--- config.mk ---
export PLATFORM = sky130hd
export DESIGN_NAME = axi_wr_req_arbiter
export DESIGN_NICKNAME = d
export VERILOG_FILES = /design/src/rtl/axi_wr_req_arbiter.sv
export SDC_FILE = /design/constraint.sdc
export NUM_CORES = 1
export LEC_CHECK = 0
export CAP_MARGIN = 0
export CORE_ASPECT_RATIO = 1.1
export CORE_MARGIN = 10
export CORE_UTILIZATION = 39
export CTS_CLUSTER_DIAMETER = 60
export CTS_CLUSTER_SIZE = 8
export DETAILED_ROUTE_END_ITERATION = 10
export PLACE_DENSITY_LB_ADDON = 0.12
export SLEW_MARGIN = 15
export SYNTH_ARGS = -nofsm -noshare
export SYNTH_HDL_FRONTEND = slang
export SYNTH_SLANG_ARGS = --single-unit
--- constraint.sdc ---
create_clock -name axi_aclk -period 7.8 [get_ports axi_aclk]
set_clock_uncertainty 0.05 [all_clocks]
set_input_delay 0.78 -clock axi_aclk [delete_from_list [all_inputs] [get_ports axi_aclk]]
set_output_delay 0.78 -clock axi_aclk [all_outputs]
set_load 0.01 [all_outputs]
--- src/rtl/axi_wr_req_arbiter.sv ---
`default_nettype none
// ============================================================================
// Module   : axi_wr_req_arbiter
// Brief    : Round-robin arbiter sharing one AXI write state core between
//            CH write requesters.
// Revision : 1.0  initial release
// ============================================================================
module axi_wr_req_arbiter #(
    parameter int CH    = 4,
    parameter int LSIZE = 10,
    parameter int ASIZE = 32,
    parameter int IDXW  = 2
) (
    input  logic                  axi_aclk,
    input  logic                  axi_reset,
    input  logic [CH-1:0]         ch_req,
    input  logic [CH*LSIZE-1:0]   ch_len,
    input  logic [CH*ASIZE-1:0]   ch_addr,
    output logic [CH-1:0]         ch_grant,
    output logic [CH-1:0]         ch_done,
    output logic [CH-1:0]         ch_err,
    output logic [CH-1:0]         ch_pull_en,
    output logic                  core_write_req,
    output logic [LSIZE-1:0]      core_req_len,
    output logic [ASIZE-1:0]      core_req_addr,
    input  logic                  core_req_resp,
    input  logic                  core_req_done,
    input  logic                  core_pull_data_en,
    input  logic                  core_pend_out,
    input  logic                  ext_pend_in,
    output logic                  core_pend_in,
    output logic                  busy,
    output logic [IDXW-1:0]       cur_ch
);

    localparam logic [2:0] c_ST_IDLE  = 3'd0;
    localparam logic [2:0] c_ST_ISSUE = 3'd1;
    localparam logic [2:0] c_ST_BUSY  = 3'd2;
    localparam logic [2:0] c_ST_DONE  = 3'd3;
    localparam logic [2:0] c_ST_ERR   = 3'd4;

    logic [2:0]       r_state;
    logic [IDXW-1:0]  r_ptr;
    logic [IDXW-1:0]  r_cur;
    logic [LSIZE-1:0] r_len;
    logic [ASIZE-1:0] r_addr;
    logic             r_first;
    logic             r_pend_prev;

    logic             w_any;
    logic [IDXW-1:0]  w_win;
    logic [LSIZE-1:0] w_win_len;
    logic [ASIZE-1:0] w_win_addr;
    int               w_best_dist;
    int               w_dist;
    logic             w_pend_fall;
    logic [CH-1:0]    w_cur_oh;

    // Distance 0 is the channel just after the last served one; the
    // nearest requester in that rotating order wins.
    always_comb begin
        w_any       = 1'b0;
        w_win       = '0;
        w_win_len   = '0;
        w_win_addr  = '0;
        w_best_dist = CH;
        w_dist      = 0;
        for (int i = 0; i < CH; i++) begin
            if (i > int'(r_ptr)) begin
                w_dist = i - int'(r_ptr) - 1;
            end else begin
                w_dist = i + CH - 1 - int'(r_ptr);
            end
            if (ch_req[i] && (w_dist < w_best_dist)) begin
                w_best_dist = w_dist;
                w_any       = 1'b1;
                w_win       = IDXW'(i);
                w_win_len   = ch_len[i*LSIZE +: LSIZE];
                w_win_addr  = ch_addr[i*ASIZE +: ASIZE];
            end
        end
    end

    // Core signals an error response by leaving busy without a done pulse.
    assign w_pend_fall = r_pend_prev && !core_pend_out && !core_req_done;

    always_ff @(posedge axi_aclk) begin
        if (axi_reset) begin
            r_state     <= c_ST_IDLE;
            r_ptr       <= IDXW'(CH - 1);
            r_cur       <= '0;
            r_len       <= '0;
            r_addr      <= '0;
            r_first     <= 1'b0;
            r_pend_prev <= 1'b0;
        end else begin
            r_pend_prev <= core_pend_out;
            case (r_state)
                c_ST_IDLE: begin
                    if (w_any) begin
                        r_cur   <= w_win;
                        r_len   <= w_win_len;
                        r_addr  <= w_win_addr;
                        r_first <= (w_win_len != '0);
                        r_state <= (w_win_len == '0) ? c_ST_ERR : c_ST_ISSUE;
                    end
                end
                c_ST_ISSUE: begin
                    r_first <= 1'b0;
                    if (core_req_resp) begin
                        r_state <= c_ST_BUSY;
                    end
                end
                c_ST_BUSY: begin
                    if (core_req_done) begin
                        r_state <= c_ST_DONE;
                    end else if (w_pend_fall) begin
                        r_state <= c_ST_ERR;
                    end
                end
                c_ST_DONE, c_ST_ERR: begin
                    r_ptr   <= r_cur;
                    r_state <= c_ST_IDLE;
                end
                default: r_state <= c_ST_IDLE;
            endcase
        end
    end

    assign w_cur_oh = {{(CH-1){1'b0}}, 1'b1} << r_cur;

    assign ch_grant       = (r_state == c_ST_ISSUE && r_first) ? w_cur_oh : '0;
    assign ch_done        = (r_state == c_ST_DONE) ? w_cur_oh : '0;
    assign ch_err         = (r_state == c_ST_ERR)  ? w_cur_oh : '0;
    assign ch_pull_en     = (r_state == c_ST_BUSY && core_pull_data_en) ? w_cur_oh : '0;
    assign core_write_req = (r_state == c_ST_ISSUE);
    assign core_req_len   = r_len;
    assign core_req_addr  = r_addr;
    assign core_pend_in   = ext_pend_in;
    assign busy           = (r_state != c_ST_IDLE);
    assign cur_ch         = r_cur;

endmodule
`default_nettype wire

Yosys cells after proc, flatten, opt, wreduce, memory -nomap -nowiden --
Index checks and enable logic that the tools add are counted.
Storage, ports and cells: bits in registers 51, input bits 179, output and inout bits 63, logic and storage cells 83
Operators by class: add/subtract/negate cells 9, order comparisons 7, equality and inequality tests 7, shifts and indexed selects 1, mux-type cells 33, reductions and logical operators 19
Operator list (count):
- two-way mux 32 bit | 10
- less-than comparator 32 bit | 3
- two-way mux 10 bit | 4
- two-way mux 4 bit | 4
- two-way mux 3 bit | 5
- subtractor 3 x 2 -> 4 bit (first input constant) | 3
- subtractor 3 x 2 -> 4 bit (second input constant) | 3
- logical NOT 10 bit | 1
- nonzero test 10 bit | 1
- one-hot mux 3 bit (3 select lines) | 1
- logical AND 1 bit | 8
- == test 3 x 2 -> 1 bit (second input constant) | 2
- two-way mux 1 bit | 6
- subtractor 2 x 2 -> 3 bit (first input constant) | 2
- greater-than comparator 2 bit (first input constant) | 2
- less-than comparator 3 x 4 -> 1 bit (second input constant) | 1
- two-way mux 2 bit | 2
- AND reduction 2 bit | 2
- left shift 1 x 2 -> 4 bit (first input constant) | 1
- == test 3 x 1 -> 1 bit (second input constant) | 1
- == test 3 bit (second input constant) | 1
- logical NOT 3 bit | 1
- inequality test 3 bit (second input constant) | 1
- AND reduction 3 bit | 1
- other kinds (9) | 10

Logic depth before layout (Yosys ltp) --
Gate-level depths: netlist of the first run.
word-level depth 17, mapped depth 32

Worst setup path after synthesis of the first run --
Ideal clock, no wire load.
path kind input to register, from input ch_req[0], to register r_state[2], library setup time 0.117 ns, arrival time 6.271 ns, required time 7.633 ns, setup slack 1.362 ns, stages 27, cell sequence clkbuf_1 clkbuf_1 nand2_1 ha_1 or3b_1 a21oi_2 nand2b_1 buf_2 buf_2 buf_1 a21oi_1 ha_1 a211oi_1 nand2_1 a21bo_2 a21o_1 buf_6 buf_2 buf_2 nand2_1 o21ai_0 ha_1 a211o_1 o41ai_2 or2_2 mux2_2 a32o_1
On the way: word-level cells in the longest chain between the ends 15
Ends and longest elaborated chain:
- start, declared | RTL line 16 | input logic [CH-1:0] ch_req,
- logical AND 1 bit * | RTL line 74 | if (ch_req[i] && (w_dist < w_best_dist)) begin
- two-way mux 32 bit | RTL line 74
- less-than comparator 32 bit | RTL line 74
- logical AND 1 bit | RTL line 74
- two-way mux 32 bit | RTL line 74
- less-than comparator 32 bit | RTL line 74
- logical AND 1 bit | RTL line 74
- two-way mux 32 bit | RTL line 74
- less-than comparator 32 bit | RTL line 74
- logical AND 1 bit | RTL line 74
- two-way mux 10 bit | RTL line 74
- logical NOT 10 bit | RTL line 105 | r_state <= (w_win_len == '0) ? c_ST_ERR : c_ST_ISSUE;
- two-way mux 3 bit | RTL line 105
- two-way mux 3 bit | RTL line 100 | if (w_any) begin
- one-hot mux 3 bit (3 select lines) | RTL line 98 | case (r_state)
- end signal, assigned | RTL line 105
- end signal, assigned | RTL line 111 | r_state <= c_ST_BUSY;
- end signal, assigned | RTL line 116 | r_state <= c_ST_DONE;
- end, declared | RTL line 42 | logic [2:0] r_state;
Every way passes the cells marked *; elsewhere a longest branch is shown, timed or not. The select of a mux whose other input is x is not followed. A chain may end at the register's enable or synchronous reset.

Worst setup path after layout of the first run --
from register r_ptr[0], to register r_addr[23], in the netlist core_req_addr[23]
On the way: word-level cells in the longest chain between the ends 14
Ends and longest elaborated chain:
- start, declared | RTL line 43 | logic [IDXW-1:0] r_ptr;
- start signal, assigned | RTL line 90 | r_ptr <= IDXW'(CH - 1);
- start signal, assigned | RTL line 122 | r_ptr <= r_cur;
- subtractor 2 x 2 -> 3 bit | RTL line 70, 72
- less-than comparator 3 x 4 -> 1 bit | RTL line 74
- logical AND 1 bit | RTL line 74
- two-way mux 32 bit | RTL line 74
- less-than comparator 32 bit | RTL line 74
- logical AND 1 bit | RTL line 74
- two-way mux 32 bit | RTL line 74
- less-than comparator 32 bit | RTL line 74
- logical AND 1 bit | RTL line 74
- two-way mux 32 bit | RTL line 74
- less-than comparator 32 bit | RTL line 74
- logical AND 1 bit | RTL line 74
- two-way mux 1 bit | RTL line 74
- AND reduction 2 bit (no source line)
- end signal, assigned | RTL line 103 | r_addr <= w_win_addr;
- end, declared | RTL line 46 | logic [ASIZE-1:0] r_addr;
Parallel ways exist; a longest one is shown, timed or not.

==> results of run 1 <==
cell usage after synthesis (2+ instances only):
cell,number
o31ai_1,2
or4_1,3
nor3_1,16
or3_1,2
buf_6,6
a211o_1,2
a2111oi_0,31
a31oi_1,3
nor2_1,150
buf_1,4
nor3b_1,2
ha_1,11
or2_2,2
clkbuf_1,32
inv_1,7
a211oi_1,16
nand3_1,3
buf_2,12
nand2_1,52
o31a_1,2
nor2b_1,4
a21oi_1,82
a211oi_2,38
dfxtp_1,51
o21ai_0,11
nand2b_1,5
nor4_1,12
buf_4,6
placed cells by master (no fill, tap or decap), types with 4 or more instances in the layout:
master	count
dfxtp_1	51
a211oi_1	16
nand2_1	52
ha_1	11
nor2b_1	4
o21ai_0	11
clkbuf_16	5
buf_4	10
a2111oi_0	31
nor4_1	12
a21oi_1	82
nor3_1	16
inv_1	7
clkdlybuf4s50_1	237
nor2_1	150
a211oi_2	38
nand2b_1	4
registers in the layout, summed over array words and instances, names as in the netlist:
| register | flops |
|---|---|
| r_pend_prev | 1 |
| core_req_len | 10 |
| core_req_addr | 32 |
| r_state | 3 |
| cur_ch | 2 |
| r_first | 1 |
| r_ptr | 2 |
per-stage QoR:
stage | instances | util (%)
finish | 929 | 64.17
global route | 929 | 64.17
CTS | 929 | 64.17
detailed placement | 922 | 62.65
global placement | 922 | 62.65
floorplan | 590 | -
where the power goes:
| part | switching (mW) | internal (mW) | total, mW | leakage (nW) |
|---|---|---|---|---|
| clock | 0.0973 | 0.150 | 0.247 | 0.0769 |
| combinational | 0.768 | 0.598 | 1.37 | 1.93 |
| sequential | 0.0712 | 0.359 | 0.430 | 0.423 |
| total | 0.937 | 1.11 | 2.04 | 2.43 |
final cells by class:
| class | count | area, um^2 | area share [%] |
|---|---|---|---|
| Timing Repair Buffer | 249 | 2457 | 36.84 |
| Multi-Input combinational cell | 472 | 2828 | 42.39 |
| Clock inverter | 1 | 30.03 | 0.4502 |
| Sequential cell | 51 | 1021 | 15.31 |
| Inverter | 7 | 26.28 | 0.3939 |
| Clock buffer | 6 | 128.9 | 1.932 |
| Tap cell | 143 | 178.9 | 2.682 |
per-layer routing:
metal | vias to the layer above | wire [um] | part of all wire (%) | track usage, %
met1 | 2268 | 6712 | 39 | 22.22
met3 | 28 | 1593 | 9.3 | 8.443
met4 | 0 | 451 | 2.6 | 6.542
li1 | 2518 | - | - | -
met2 | 198 | 8289 | 49 | 37.67
met5 | - | 0 | 0 | 0
kinds of logic (layout without fill, tap and decap cells):
family                     after synthesis  after routing  share of synthesized area [%]
and+or+nand+nor                        256            256                          26.16
AOI/OAI and AO/OA                      201            201                          37.16
buffers and inverters                   67            263                          8.028
DFF                                     51             51                          24.53
adders and majority gates               11             11                          3.307
muxes                                    2              2                         0.5111
other                                    1              1                        0.09011
xor gates and xnor gates                 1              1                         0.2105
worst min-delay path, delay by kind of cell, from the launching register on:
family,cells,cell delay (ps)
AO/OA/AOI/OAI,1,50
flip-flops,1,310
AND/OR/NAND/NOR,1,100
worst max-delay path by stage:
stage / start / endpoint / slack (ps)
finish: r_ptr[0]$_SDFFE_PP1P_ / core_req_addr[23]$_SDFFE_PP0P_ / 750
global route: r_ptr[0]$_SDFFE_PP1P_ / core_req_addr[23]$_SDFFE_PP0P_ / 220
CTS: r_ptr[0]$_SDFFE_PP1P_ / core_req_addr[23]$_SDFFE_PP0P_ / 740
detailed placement: ch_req[0] / core_req_addr[31]$_SDFFE_PP0P_ / 600
global placement: ch_req[0] / core_req_addr[29]$_SDFFE_PP0P_ / 700
floorplan: ch_req[0] / r_state[2]$_SDFFE_PP0P_ / 1360
==> metrics, run 1 <==
status=complete, no violations; Syn Nets=780; Yosys warnings=0; Stages on worst setup path=21; starting density of the core=40.04%; Root Buffer=clkbuf_16; final worst slack=748.1 ps; setup_tns=0 ps; overall global routing resource usage=20.98%; IO Pins=242; CTS Hold Bufs=0; TritonCTS clock tree=yes; DRT antenna net count=0; Die ar.=0.01521 mm^2; WL/cell=18.35 um; synthesis-to-finish area growth=60.28%; crit path max fanout=34; unrepaired setup endpoints after global routing=false; total core area=0.01039 mm^2; H-Tree Depth=2; area of the mapped netlist=0.004161 mm^2; pin count of the biggest net entering global routing=58; worst reg2reg setup slack=750 ps; share of Yosys cell area claimed by the top area cell type=24.53%; initial antenna violation count=0; # DRC=0; Final Routed Wirelength=17,050 um; # port buffers=239; setup violators final=0; Max VDD drop=159.6 uV; R2R cell count=21; upper clock frequency limit=0.1418 GHz; critical path type=register to register; number of fill cells=957; Syn Inst Count=590; pwr dens=306.3 mW/mm^2; Slew Limit Headroom=22.82%; mean post-synth cell area=7.053 um^2; Finished Cell Area=0.006670 mm^2; Crit. End Element=register; Worst Hold Launch=core_req_addr[30]$_SDFFE_PP0P_; WHS=452.4 ps; CP Data Required Time=7960 ps; top post-synthesis cells by area=dfxtp_1 (25%), nor2_1 (14%), a211oi_2 (11%); Setup Fix Bufs, Post-CTS=0; FP Rows=39; antenna diode count=0; DR pass1 iterations=4; DR iter-0 viols=361; Top cell by count, worst path=ha_1; CTS Buf Count=5; CP cell instances=inv_1 > ha_1 > nor2b_1 > ha_1 > nor2_1 > o21ai_0 > nand2b_4 > nor2_1 > a21oi_1 > ha_1 > nand3_1 > a31oi_1 > a21o_2 > o21ai_0 > ha_1 > a211o_1 > o41ai_4 > or2_2 > buf_4 > a21oi_1 > a211oi_2; post-synthesis register bit count=51; slowest stage delay, CP=1000 ps; Slew Limit Fails=0; worst flop-to-flop path endpoint=core_req_addr[23]$_SDFFE_PP0P_; Synth async-reset ratio=0%; Post-synth EDFFs=0; DIE WIDTH=118.5 um; post-synthesis sequential area ratio=24.53%; hold crit path type=register to register; critical path arrival=7210 ps; area leader, netlist=dfxtp_1; crit-path leading delay family=compound AO/OA/AOI/OAI gates; Max-cap violations=0; Hold EP=core_req_addr[30]$_SDFFE_PP0P_; Top FF cell, synth=dfxtp_1; total gr overflow=0; Setup crit start kind=register; deepest clock path buffer count=2; Hold Vio Cnt, Final=0; Pleak=2.428 nW; hold path depth=2; WP buf/inv=2; Vias=5,012; share of cells above drive strength 1=8.651%; RePlAce Congestion=0.8898; vias in the first global route=5,063; hpwl dp=13,270 um; CP max stage cell=o41ai_4; Setup WS pre-CTS=602.5 ps; final worst-path cycle share=90.41%; total power=2.043 mW; clock latency at the later pin of the worst-skew pair=290 ps; Vias/cell=5.395; Sink Count=51; clock transition at the registers of the reported paths=70 ps; placed cell area=0.006511 mm^2; Layout Nets=976; die height=128.3 um; Worst Tran Pin Value=1154 ps; cts repair resizes=0; minimum clock period=7052 ps; Critical R2R Launch=r_ptr[0]$_SDFFE_PP1P_; first-pass GRT wire length=26,250 um; distinct cell type count after synthesis=51
Power figures use the tool's default switching activity.
==> inputs of run 2 (changes only) <==
- GPL_TIMING_DRIVEN: default -> 0
==> run 2 against run 1 <==
Effect of this change:
- clock power is 3% higher
- via count is 7.8% higher
- sequential share of layout area is 0.58 points lower
- combinational power is 12% higher
==> metrics, run 2 (synthesized netlist as in run 1, its figures left out) <==
critical path arrival=7320 ps (+110 ps); most frequent cells in the layout=clkdlybuf4s50_1 (239), nor2_1 (150), a21oi_1 (82); upper clock frequency limit=0.1384 GHz (-2.4%); total core area=0.01039 mm^2 (unchanged); initial antenna violation count=0 (unchanged); FP Rows=39 (unchanged); Sink Count=51 (unchanged); DR pass1 iterations=5 (+1); WL/cell=18.99 um (+3.5%); DIE WIDTH=118.5 um (unchanged); Slew Limit Headroom=53.12% (+30 points); setup violators final=0 (unchanged); clock transition at the registers of the reported paths=70 ps (about the same); CTS Buf Count=5 (unchanged); total gr overflow=0 (unchanged); TritonCTS clock tree=yes; met3 wire len=1598 um (+0.31%); Vias=5,403 (+7.8%); critical path type=primary input to register; commonest non-fill, non-tap cell in the layout=clkdlybuf4s50_1; max reg flops=32 (unchanged); deepest clock path buffer count=2 (unchanged); Hold Vio Cnt, Final=0 (unchanged); IO Pins=242 (unchanged); minimum clock period=7223 ps (+171.3 ps); die height=128.3 um (unchanged); metal2 WL=9550 um (+15%); overall global routing resource usage=23.00% (+2.0 points); CP Data Required Time=7900 ps (-60 ps); Finished Cell Area=0.006932 mm^2 (+3.9%); Root Buffer=clkbuf_16; pwr dens=317.4 mW/mm^2 (+3.6%); Pleak=2.555 nW (+5.2%); total power=2.200 mW (+7.7%); # DRC=0 (unchanged); DRT antenna net count=0 (unchanged); clock latency at the later pin of the worst-skew pair=290 ps (about the same); vias in the first global route=5,626 (+11%); placed cell area=0.006733 mm^2 (+3.4%); Vias/cell=5.513 (+2.2%); pin count of the biggest net entering global routing=16 (-72%); Setup crit start kind=primary input; number of fill cells=951 (-0.63%); Max VDD drop=153.5 uV (-3.8%); crit path max fanout=19 (-44%); final worst-path cycle share=92.60% (+2.2 points); Die ar.=0.01521 mm^2 (unchanged); M1 WL=7005 um (+4.4%); hpwl dp=15,300 um (+15%); RePlAce Congestion=0.9664 (+8.6%); H-Tree Depth=2 (unchanged); unrepaired setup endpoints after global routing=false; share of cells above drive strength 1=10.04% (+1.4 points); starting density of the core=40.04% (unchanged); # port buffers=239 (unchanged); WHS=463.1 ps (+10.73 ps); status=complete, no violations; Max-cap violations=0 (unchanged); Slew Limit Fails=0 (unchanged); DR iter-0 viols=359 (-0.55%); Top Metal Used=met4; synthesis-to-finish area growth=66.57%; Crit. End Element=register; CTS Hold Bufs=0 (unchanged); Worst Tran Pin Value=703.2 ps (-450.6 ps); Final Routed Wirelength=18,610 um (+9.2%); Layout Nets=1,026 (+5.1%); first-pass GRT wire length=28,550 um (+8.8%); antenna diode count=0 (unchanged); hold crit path type=register to register
[run 2: cell count changes in the layout (fill, tap and decap cells not counted), moves of 2 or more]
cell | previous run | this run
a2111oi_0 | 31 | 29
a2111oi_1 | 0 | 2
buf_1 | 0 | 3
buf_2 | 2 | 13
buf_4 | 10 | 8
buf_6 | 0 | 6
clkbuf_1 | 1 | 28
clkbuf_2 | 0 | 2
clkdlybuf4s50_1 | 237 | 239
[run 2: per-layer routing]
layer	global-route usage, %	vias up
li1	-	2626
met1	23.72	2514
met2	43.13	235
met3	7.787	28
met4	7.333	0
met5	0	-
[run 2: final timing paths]
kind | to | slack [ps] | start | cells past startpoint
max | core_req_addr[17]$_SDFFE_PP0P_ | 580 | ch_req[0] | 26
min | core_req_addr[29]$_SDFFE_PP0P_ | 460 | core_req_addr[29]$_SDFFE_PP0P_ | 2
max reg2reg | core_req_addr[17]$_SDFFE_PP0P_ | 1070 | r_ptr[0]$_SDFFE_PP1P_ | 25
min reg2reg | core_req_addr[29]$_SDFFE_PP0P_ | 460 | core_req_addr[29]$_SDFFE_PP0P_ | 2
[run 2: through the flow]
step | TNS, ps | util (%) | worst slack, ps | std cells
floorplan | 0 | - | 1362 | 590
global placement | -26920 | 64.78 | -600.6 | 972
detailed placement | -33070 | 64.78 | -729.3 | 972
CTS | 0 | 66.57 | 12.29 | 980
global route | 0 | 66.69 | 100.2 | 980
finish | 0 | 66.69 | 576.8 | 980
[run 2: critical path: stages]
cell,delay (ps)
clkdlybuf4s50_1,540
buf_2,370
nand2_1,130
ha_1,190
or3b_1,420
a21oi_2,210
nand2b_1,130
buf_2,220
buf_2,370
a21oi_1,150
ha_1,300
nand3_1,90
a31oi_1,360
a21o_1,190
buf_6,140
buf_2,250
buf_2,270
o21ai_0,110
ha_1,310
a211o_1,360
o41ai_4,410
buf_4,210
clkbuf_1,340
a2111oi_0,150
a21oi_1,210
a211oi_2,90
[run 2: report_power, final]
part / switching, mW / internal [mW]
Sequential: 0.0550 / 0.359
Clock: 0.0953 / 0.160
Combinational: 0.869 / 0.662
Total: 1.02 / 1.18
[run 2: timing repair]
item / in CTS / in global routing
setup buffers: 0 / 2
hold endpoints to repair: 0 / 0
resized for setup: 2 / 7
pin swaps: 1 / 1
gates cloned: 0 / 0
endpoints found under the setup margin: 47 / 47
[run 2: layout make-up]
class                   instances  area [um^2]  area share [%]
multi-input cells             472         2820           40.69
repair buffers                241         2407           34.73
flip-flops and latches         51         1021           14.73
plain buffers                  58        304.0           4.386
well taps                     143        178.9           2.581
clock buffers                   6        138.9           2.004
clock inverters                 2        35.03          0.5054
inverters                       7        26.28          0.3791
==> inputs of run 3 (changes only) <==
- CORE_UTILIZATION: 39 -> 42
- clock period: 7.8 -> 8.55 ns (I/O delays scaled with it)
==> run 3 against run 2 <==
Effect of this change:
- count of clock-buffer cells in the layout unchanged
- die area decreased by 6.0%
- combinational power decreased by 8%
- cell count decreased by 2.4%
- largest cell class unchanged
- critical path depth increased by 3
- via count increased by 0.20%
- largest power group unchanged
- worst hold slack got worse by 2.3 ps
- routed wire length decreased by 0.40%
- sequential power decreased by 8.9%
==> metrics, run 3 (synthesized netlist as in run 1, its figures left out) <==
CP max stage cell=o41ai_4; clock latency at the later pin of the worst-skew pair=310 ps (+20 ps); Final Routed Wirelength=18,540 um (-0.40%); TritonCTS clock tree=yes; Setup crit start kind=primary input; CP Data Required Time=8670 ps (+770 ps); starting density of the core=42.49% (+2.4 points); H-Tree Depth=2 (unchanged); Crit. End Element=register; commonest non-fill, non-tap cell in the layout=clkdlybuf4s50_1; register area=0.001021 mm^2 (unchanged); total power=1.941 mW (-12%); synthesis-to-finish area growth=63.89%; unrepaired setup endpoints after global routing=false; total core area=0.009794 mm^2 (-5.8%); IO Pins=242 (unchanged); setup violators final=0 (unchanged); Setup WS pre-CTS=-225.9 ps (+503.5 ps); share of cells above drive strength 1=9.450% (-0.59 points); pin count of the biggest net entering global routing=15 (-1); die height=124.4 um (-3.1%); Slew Limit Fails=0 (unchanged); RePlAce Congestion=0.9265 (-4.1%); Top cell by count, worst path=buf_2; status=complete, no violations; Slew Limit Headroom=51.35% (-1.8 points); Multi-input gate area=0.002818 mm^2 (about the same); first-pass GRT wire length=29,030 um (+1.7%); max reg flops=32 (unchanged); Sink Count=51 (unchanged); most frequent cells in the layout=clkdlybuf4s50_1 (239), nor2_1 (150), a21oi_1 (82); Max-cap violations=0 (unchanged); pwr dens=284.6 mW/mm^2 (-10%); number of fill cells=856 (-10%); CP Launch Point=ch_req[0]; Max VDD drop=122.2 uV (-20%); # DRC=0 (unchanged); critical path arrival=8160 ps (+840 ps); DRT antenna net count=0 (unchanged); slowest stage delay, CP=620 ps (+80 ps); Layout Nets=1,026 (unchanged); minimum clock period=8035 ps; DIE WIDTH=114.9 um (-3.0%); DR iter-0 viols=317 (-12%); vias in the first global route=5,617 (-0.16%); CTS Hold Bufs=0 (unchanged); Root Buffer=clkbuf_8; Hold Vio Cnt, Final=0 (unchanged); # port buffers=239 (unchanged); Worst Tran Pin Value=711.3 ps (+8.076 ps); hold crit path type=register to register; Critical R2R Launch=r_ptr[1]$_SDFFE_PP1P_; Pleak=2.509 nW (-1.8%); fin util=69.63% (+2.9 points); Vias=5,414 (+0.20%); hpwl dp=15,190 um (-0.71%); critical path type=primary input to register; Die ar.=0.01429 mm^2 (-6.0%); deepest clock path buffer count=2 (unchanged); Placed Cells=949 (-2.4%); FP Rows=38 (-2.6%); Finished Cell Area=0.006820 mm^2 (-1.6%); Vias/cell=5.663 (+2.7%); clock transition at the registers of the reported paths=90 ps (+20 ps); Non-Filler Instances=956 (-2.4%); antenna diode count=0 (unchanged); total gr overflow=0 (unchanged); placed cell area=0.006704 mm^2 (-0.43%); CTS Buf Count=5 (unchanged); final worst slack=515.5 ps (-61.36 ps); Setup Fix Bufs, Post-CTS=0 (unchanged); upper clock frequency limit=0.1245 GHz; final worst-path cycle share=93.97%; WL/cell=19.39 um (+2.1%); DR pass1 iterations=5 (unchanged); overall global routing resource usage=24.84% (+1.8 points); initial antenna violation count=0 (unchanged); Worst Hold Launch=core_req_addr[29]$_SDFFE_PP0P_; crit path max fanout=10 (-9)
-- run 3: cell types whose count changed in the layout (fill, tap and decap cells not counted), sizes merged --
cell / before / now
clkinv: 1 / 0
buf: 30 / 28
clkbuf: 36 / 38
-- run 3: layer usage --
metal | vias to the layer above | global-route usage (%) | routed length [um]
met2 | 238 | 43.07 | 9142
met1 | 2508 | 26.36 | 6814
met5 | - | 0 | 0
met4 | 0 | 8.965 | 631
met3 | 41 | 9.489 | 1947
li1 | 2627 | - | -
-- run 3: final timing paths --
| path | to | slack, ps | cells past startpoint |
|---|---|---|---|
| worst max-delay path | core_req_addr[31]$_SDFFE_PP0P_ | 520 | 29 |
| worst min-delay path | core_req_addr[29]$_SDFFE_PP0P_ | 460 | 2 |
| worst max register to register | core_req_addr[31]$_SDFFE_PP0P_ | 1340 | 27 |
| worst min register to register | core_req_addr[29]$_SDFFE_PP0P_ | 460 | 2 |
-- run 3: stage by stage --
stage,hold slack (ps),setup TNS (ps)
floorplan,452.3,0
global placement,437.2,-3854
global route,477.8,0
finish,460.8,0
CTS,456.7,0
detailed placement,443.8,-8919
-- run 3: power by group --
group          internal (mW)  switching (mW)
Sequential             0.327          0.0501
Combinational          0.601           0.796
Clock                 0.0860          0.0817
Total                   1.01           0.927
-- run 3: final cells by class --
cell class | count | share of cell area, %
clock inverter | 1 | 0.4403
timing repair buffer | 239 | 35.08
buffer | 60 | 4.550
tap | 120 | 2.201
inverter | 7 | 0.3853
clock buffer | 6 | 1.064
multi-input combinational | 472 | 41.31
sequential | 51 | 14.97
-- run 3: repair_timing --
item,CTS,global route
gates resized for setup,0,5
hold endpoints to repair,0,0
setup endpoints to repair,0,47
-- run 3: critical path: cells and delay by family --
kind | cells | cell delay [ps]
compound gates | 9 | 2260
fa+ha+maj | 3 | 780
simple gates | 5 | 860
buf+inv | 12 | 3370
